File: src/rtl/vedacao_multi.sv
// Cork sealing station controller; VEDACAO_CONTADOR_EN adds the 16-bit sealed-bottle counter output total.
// Latency: seal runs SEAL_CYC actuated cycles, then a one-cycle done; outputs decode registered state.
// Backpressure: none; the station waits in WREM until the bottle leaves and holds ALARM until ack.
module vedacao_multi #(
    parameter int ROLHA_W   = 4,
    parameter int ROLHA_CAP = 12,
    parameter int SEAL_CYC  = 3,
    parameter int LOW_THR   = 2
) (
    input  logic               clk,
    input  logic               reset,
    input  logic               garrafa,
    input  logic               pos,
    input  logic               recarga,
    input  logic               ack,
    output logic               ve,
    output logic               done,
    output logic               alarme,
    output logic [1:0]         causa,
    output logic [ROLHA_W-1:0] rolhas,
    output logic               baixo
`ifdef VEDACAO_CONTADOR_EN
    ,
    output logic [15:0]        total
`endif
);

    typedef enum logic [2:0] {
        S_IDLE  = 3'd0,
        S_SEAL  = 3'd1,
        S_DONE  = 3'd2,
        S_WREM  = 3'd3,
        S_ALARM = 3'd4
    } state_t;

    localparam int                 TW         = (SEAL_CYC > 1) ? $clog2(SEAL_CYC) : 1;
    localparam logic [TW-1:0]      TIMER_LAST = TW'(SEAL_CYC - 1);
    localparam logic [ROLHA_W-1:0] CAP        = ROLHA_W'(ROLHA_CAP);
    localparam logic [ROLHA_W-1:0] THR        = ROLHA_W'(LOW_THR);
    localparam logic [1:0]         CAUSA_NONE = 2'b00;
    localparam logic [1:0]         CAUSA_VAZIO = 2'b01;
    localparam logic [1:0]         CAUSA_DESAL = 2'b10;

    state_t             state_q, state_d;
    logic [TW-1:0]      timer_q, timer_d;
    logic [ROLHA_W-1:0] rolhas_q, rolhas_d;
    logic [1:0]         causa_q, causa_d;

    always_ff @(posedge clk or negedge reset) begin
        if (!reset) begin
            state_q  <= S_IDLE;
            timer_q  <= '0;
            rolhas_q <= CAP;
            causa_q  <= CAUSA_NONE;
        end else begin
            state_q  <= state_d;
            timer_q  <= timer_d;
            rolhas_q <= rolhas_d;
            causa_q  <= causa_d;
        end
    end

    always_comb begin
        state_d = state_q;
        timer_d = timer_q;
        causa_d = causa_q;
        unique case (state_q)
            S_IDLE: begin
                if (rolhas_q == '0) begin
                    state_d = S_ALARM;
                    causa_d = CAUSA_VAZIO;
                end else if (garrafa && pos) begin
                    state_d = S_SEAL;
                    timer_d = '0;
                end
            end
            S_SEAL: begin
                // Losing the bottle or alignment aborts even on the last actuated cycle.
                if (!pos || !garrafa) begin
                    state_d = S_ALARM;
                    causa_d = CAUSA_DESAL;
                end else if (timer_q == TIMER_LAST) begin
                    state_d = S_DONE;
                end else begin
                    timer_d = timer_q + 1'b1;
                end
            end
            S_DONE: state_d = S_WREM;
            S_WREM: begin
                if (!garrafa) state_d = S_IDLE;
            end
            S_ALARM: begin
                if (ack && rolhas_q != '0) begin
                    state_d = garrafa ? S_WREM : S_IDLE;
                    causa_d = CAUSA_NONE;
                end
            end
            default: state_d = S_IDLE;
        endcase
    end

    // Refill wins over the DONE decrement; DONE is never reached with an empty magazine.
    always_comb begin
        rolhas_d = rolhas_q;
        if (recarga)                rolhas_d = CAP;
        else if (state_q == S_DONE) rolhas_d = rolhas_q - 1'b1;
    end

    always_comb begin
        ve     = (state_q == S_SEAL);
        done   = (state_q == S_DONE);
        alarme = (state_q == S_ALARM);
        causa  = (state_q == S_ALARM) ? causa_q : CAUSA_NONE;
        rolhas = rolhas_q;
        baixo  = (rolhas_q != '0) && (rolhas_q <= THR);
    end

`ifdef VEDACAO_CONTADOR_EN
    logic [15:0] total_q, total_d;

    always_comb total_d = (state_q == S_DONE) ? total_q + 16'd1 : total_q;

    always_ff @(posedge clk or negedge reset) begin
        if (!reset) total_q <= '0;
        else        total_q <= total_d;
    end

    assign total = total_q;
`endif

endmodule

File: config.mk
export PLATFORM = sky130hd
export DESIGN_NAME = vedacao_multi
export DESIGN_NICKNAME = d
export VERILOG_FILES = /design/src/rtl/vedacao_multi.sv
export SDC_FILE = /design/constraint.sdc
export NUM_CORES = 1
export LEC_CHECK = 0
export CAP_MARGIN = 20
export CORE_UTILIZATION = 51
export CTS_CLUSTER_DIAMETER = 60
export DETAILED_ROUTE_END_ITERATION = 6
export PLACE_DENSITY = 0.86
export SLEW_MARGIN = 20
export SYNTH_ARGS = -nofsm -noshare
export SYNTH_HDL_FRONTEND = slang
export SYNTH_SLANG_ARGS = --single-unit
File: constraint.sdc
create_clock -name clk -period 4.6 [get_ports clk]
set_clock_uncertainty 0.1 [all_clocks]
set_input_delay 0.46 -clock clk [delete_from_list [all_inputs] [get_ports clk]]
set_output_delay 0.46 -clock clk [all_outputs]
set_load 0.01 [all_outputs]
-- After elaboration in Yosys (flattened, before gate mapping)
Cells that the tools add are included.
- memories: 0
- bits in latches: 0
- register bits after elaboration: 11
- logic and storage cells: 57
- output and inout bits: 10
- input bits: 6
- ROM bits: 0
- bits in writable memories: 0
- bitwise operators: 0
- $add $sub $neg: 2
- multipliers: 0
- div/mod/pow operators: 0
- shift operators: 0
- magnitude comparators: 1
- muxes and demuxes: 20
- eq/ne operators: 15
- reduce and logical (&&, ||, !) cells: 15
- operator list (operator ; number):
    2-to-1 mux 2 bit ; 9
    2-to-1 mux 3 bit ; 6
    case mux 3 bit (5 select lines) ; 1
    != test 2 bit (second input constant) ; 6
    2-to-1 mux 4 bit ; 2
    AND reduction 4 bit ; 2
    equality test 3 x 2 -> 1 bit (second input constant) ; 2
    case mux 2 bit (3 select lines) ; 1
    AND reduction 5 bit ; 1
    <= comparator 4 x 2 -> 1 bit (second input constant) ; 1
    logical NOT 4 bit ; 1
    != test 2 x 1 -> 1 bit (second input constant) ; 2
    case mux 2 bit (2 select lines) ; 1
    nonzero test 2 bit ; 2
    nonzero test 4 bit ; 1
    subtractor 4 x 1 -> 4 bit (second input constant) ; 1
    equality test 3 x 1 -> 1 bit (second input constant) ; 1
    equality test 3 bit (second input constant) ; 1
    logical AND 1 bit ; 3
    logical NOT 3 bit ; 1
    != test 3 x 1 -> 1 bit (second input constant) ; 1
    != test 3 bit (second input constant) ; 1
    nonzero test 3 bit ; 1
    adder 2 x 1 -> 2 bit (second input constant) ; 1
    other kinds (3) ; 4

-- Longest topological paths before layout
- depth in word-level cells: 4
- gate-level depth with buffers: 7
- depth with buffers taken out: 6

-- Worst setup path after synthesis
OpenSTA, ideal clock, no wires.
- path kind: register to register
- from: reg rolhas_q[0], in the netlist rolhas[0]
- to: reg causa_q[1]
- data arrival time: 1658 ps
- required time: 4365 ps
- slack: 2708 ps
- buffers on the path: 1
- cell stages (with the launch flop): 8
- setup time: 135 ps
- clock period less this slack: 1892 ps
- path through: dfrtp_1 inv_1 ha_1 or3b_1 buf_2 or3_4 nand3_2 o211ai_2
- word-level cells in the longest chain between the ends: 4
- elaborated cells between the ends (all ways): 6
- classes of those cells: eq/ne (2); reduce/logical (4)
- ends and longest elaborated chain (item ; RTL line ; RTL):
    start: declaration ; 46 ; logic [ROLHA_W-1:0] rolhas_q, rolhas_d;
    start signal: assignment ; 58 ; rolhas_q <= rolhas_d;
    nonzero test 4 bit ; 93 ; if (ack && rolhas_q != '0) begin
    logical AND 1 bit ; 93 ;
    != test 2 x 1 -> 1 bit (no line) ; - ;
    AND reduction 4 bit (no line) (*) ; - ;
    end signal: assignment ; 59 ; causa_q <= causa_d;
    end: declaration ; 47 ; logic [1:0] causa_q, causa_d;
Every way passes the cells marked *; elsewhere a longest branch is shown, timed or not.
A chain may end at the register's enable or synchronous reset.

-- Worst setup path in the final report
- from: reg state_q[1]
- to: out done
- word-level cells in the longest chain between the ends: 1
- ends and longest elaborated chain (item ; RTL line ; RTL):
    start: declaration ; 44 ; state_t state_q, state_d;
    start signal: assignment ; 56 ; state_q <= state_d;
    equality test 3 x 2 -> 1 bit ; 111 ; done = (state_q == S_DONE);
    end: declaration ; 17 ; output logic done,
No other way between the ends.

==> impl_metrics.tcl <==
set metrics [dict create \
    tightest_slew_ns 0.473 \
    yosys_warnings 0 \
    grt_pass1_wl_mm 1.99 \
    crit_path_end_kind "output pin" \
    cts_hold_buf 0 \
    setup-tns-final_ns 0 \
    drive_above_1_share_pct 11.8 \
    core_mm2 0.00130 \
    nNetsFinal 103 \
    critical_path_class "flip-flop to output pin" \
    cts_resized 0 \
    clock_sinks 11 \
    cp_slowest_cell "dfrtp_1" \
    rows 13 \
    cpPeakStageDelay_ns 0.57 \
    clock_latency_ns 0.26 \
    rsz0062_at_grt "false" \
    avgViaCountPerCell 5.56 \
    tritoncts.num_buffers 3 \
    final_cell_area_um2 891 \
    root_buffer "clkbuf_4" \
    vias 601 \
    ys_types 35 \
    antenna_found_initial 0 \
    cts_htree_levels 1 \
    finalCritPeriodShare_pct 53.8 \
    status "finished clean" \
    clockBufferDepth 2 \
    critPathLaunchType "flip-flop" \
    leakage_uw 0.000369 \
    power_density_mw_per_mm2 505 \
    final_max_slew_viol_count 0 \
    synthXorXnorAreaFrac_pct 3.66 \
    synth_mux_area_share_pct 0 \
    placed_area_um2 865 \
    slew_headroom_pct 68.4 \
    tritoncts "done" \
    initial_utilization_pct 55.1 \
    crit_chain "or3b_1, inv_1, clkdlybuf4s50_1" \
    synthArstFlopShare_pct 100 \
    worstPathMaxFanout 13 \
    dp_hpwl_mm 1.01 \
    synth_seq_cells 11 \
    ios 16 \
    die_w_um 39.5 \
    drt-wirelength-per-cell_um 12.4 \
    n_antenna_cell 0 \
    synth_top_family_by_area "simple AND/OR/NAND/NOR gates" \
    ys.flop_type "dfrtp_1" \
    drtIter0Drc 7 \
    ys_seq_area_share_pct 38.7 \
    synth-adder-area-share_pct 5.24 \
    crit_arrival_ns 1.91 \
    critPathRequiredTime_ns 4.04 \
    max_clock_freq_mhz 404 \
    synthesis.nets 88 \
    gp_congestion 0.812 \
    worst_ir_drop_vdd_mv 0.384 \
    dieArea_mm2 0.00156 \
    power.total_uw 450 \
    drv_cap 0 \
    min-delay-path-class "primary input to async pin" \
    hold_violations 0 \
    rrSetupSlack_ns 2.65 \
    portBuffers 15 \
    grtUsageTotal_pct 19.8 \
    syn_inst 79 \
    synth-simple-area-share_pct 29.5 \
    grt.overflow.total 0 \
    placedCellCount 104 \
    layout_min_cycle_time_ns 2.47 \
    synth_area_um2 717 \
    synth_edf_count 0 \
    synth_compound_area_share_pct 17.8 \
    chipHeight_um 39.5 \
    drc_errors 0 \
    wl_mm 1.34 \
    syn2layout_area_growth_pct 24.3 \
    grt_start_max_net_pins 15 \
    grt_pass1_vias 484 \
    setup_violations 0 \
    cts_setup_buffers 0 \
    synth.avg_cell_area_um2 9.08 \
    path_clk_slew_ns 0.07 \
    dr.pass1.iters 3 \
    detail-route-antenna-nets 0 \
    fin_cells 108 \
]
==> per-layer routing <==
metal	part of all wire, %	GRT usage [%]	up-vias	wire length (µm)
li1	-	-	308	-
met1	49	25.0	281	657
met2	46	30.3	10	617
met3	4.4	8.52	2	59
met4	0.37	5.17	0	5
met5	0	0	-	0
==> stage by stage <==
stage	utilization [%]	setup slack (ns)	hold WS, ns
after global routing	68.5	2.01	0.449
final	68.5	2.13	0.415
after CTS	68.5	2.10	0.420
after floorplan	-	2.71	0.0644
after global placement	66.4	2.42	0.402
after detailed placement	66.4	2.39	0.408
==> area by class of cell <==
cell class                 instances  area (µm²)
timing repair buffer              15         150
multi-input combinational         59         403
tap                               15        18.8
inverter                           4        15.0
fill                             109         410
clock buffer                       4        26.3
sequential                        11         278
==> cells by family after synthesis <==
logic type      after synthesis
fa+ha+maj                     3
xor+xnor                      3
buf+inv                       9
flops                        11
simple gates                 36
compound gates               17
==> critical path: cells and delay by family, from the launching register on <==
family / cells / cell delay, ns
flip-flops: 1 / 0.57
AND/OR/NAND/NOR: 1 / 0.48
buffers and inverters: 2 / 0.60
==> worst paths after layout <==
path	from	endpoint	depth (start not counted)
max in group asynchronous	reset	rolhas[2]	1
setup reg to reg	rolhas[0]	causa_q[1]	6
hold / removal	reset	timer_q[1]	1
setup / recovery	state_q[1]	done	3
hold reg to reg	causa_q[0]	causa_q[0]	2
min in group clk	causa_q[0]	causa_q[0]	2
==> sequential cells by signal (all words and copies together), names as in the netlist <==
register / count
timer_q: 2
causa_q: 2
rolhas: 4
state_q: 3
==> synth_stat cells (2+ instances only) <==
cell type  instances  area (µm²)
dfstp_2            2        52.6
nand3_1            3        15.0
a21o_1             2        15.0
clkbuf_1           3        11.3
ha_1               3        37.5
a21oi_1            2        10.0
and3_1             2        12.5
dfrtp_1            9         225
nand2_1            8        30.0
nand4b_1           2        17.5
inv_1              4        15.0
nand2b_1           3        18.8
a31oi_1            2        12.5
xnor2_1            2        17.5
o21ai_0            3        15.0
nor2_1             7        26.3
or3b_1             2        17.5
a22o_1             2        17.5
o211ai_2           2        25.0
==> power by group <==
part           internal [µW]  switching (µW)  total, µW
Clock                   33.5            29.4       62.9
Sequential               128            57.8        186
Combinational            110            90.9        201
Total                    272             178        450
==> layout by cell type (no fill, tap or decap), types with 2 or more instances in the layout <==
master / netlist / layout
clkdlybuf4s50_1: 0 / 15
dfrtp_1: 9 / 9
nand2_1: 8 / 8
nor2_1: 7 / 7
inv_1: 4 / 4
o21ai_0: 3 / 3
nand2b_1: 3 / 3
nand3_1: 3 / 3
ha_1: 3 / 3
clkbuf_4: 0 / 3
or3b_1: 2 / 2
and3_1: 2 / 2
xnor2_1: 2 / 2
a21o_1: 2 / 2
a21oi_1: 2 / 2
a22o_1: 2 / 2
nand4b_1: 2 / 2
o211ai_2: 2 / 2
a31oi_1: 2 / 2
dfstp_2: 2 / 2
(Power assumes the default switching activity.)
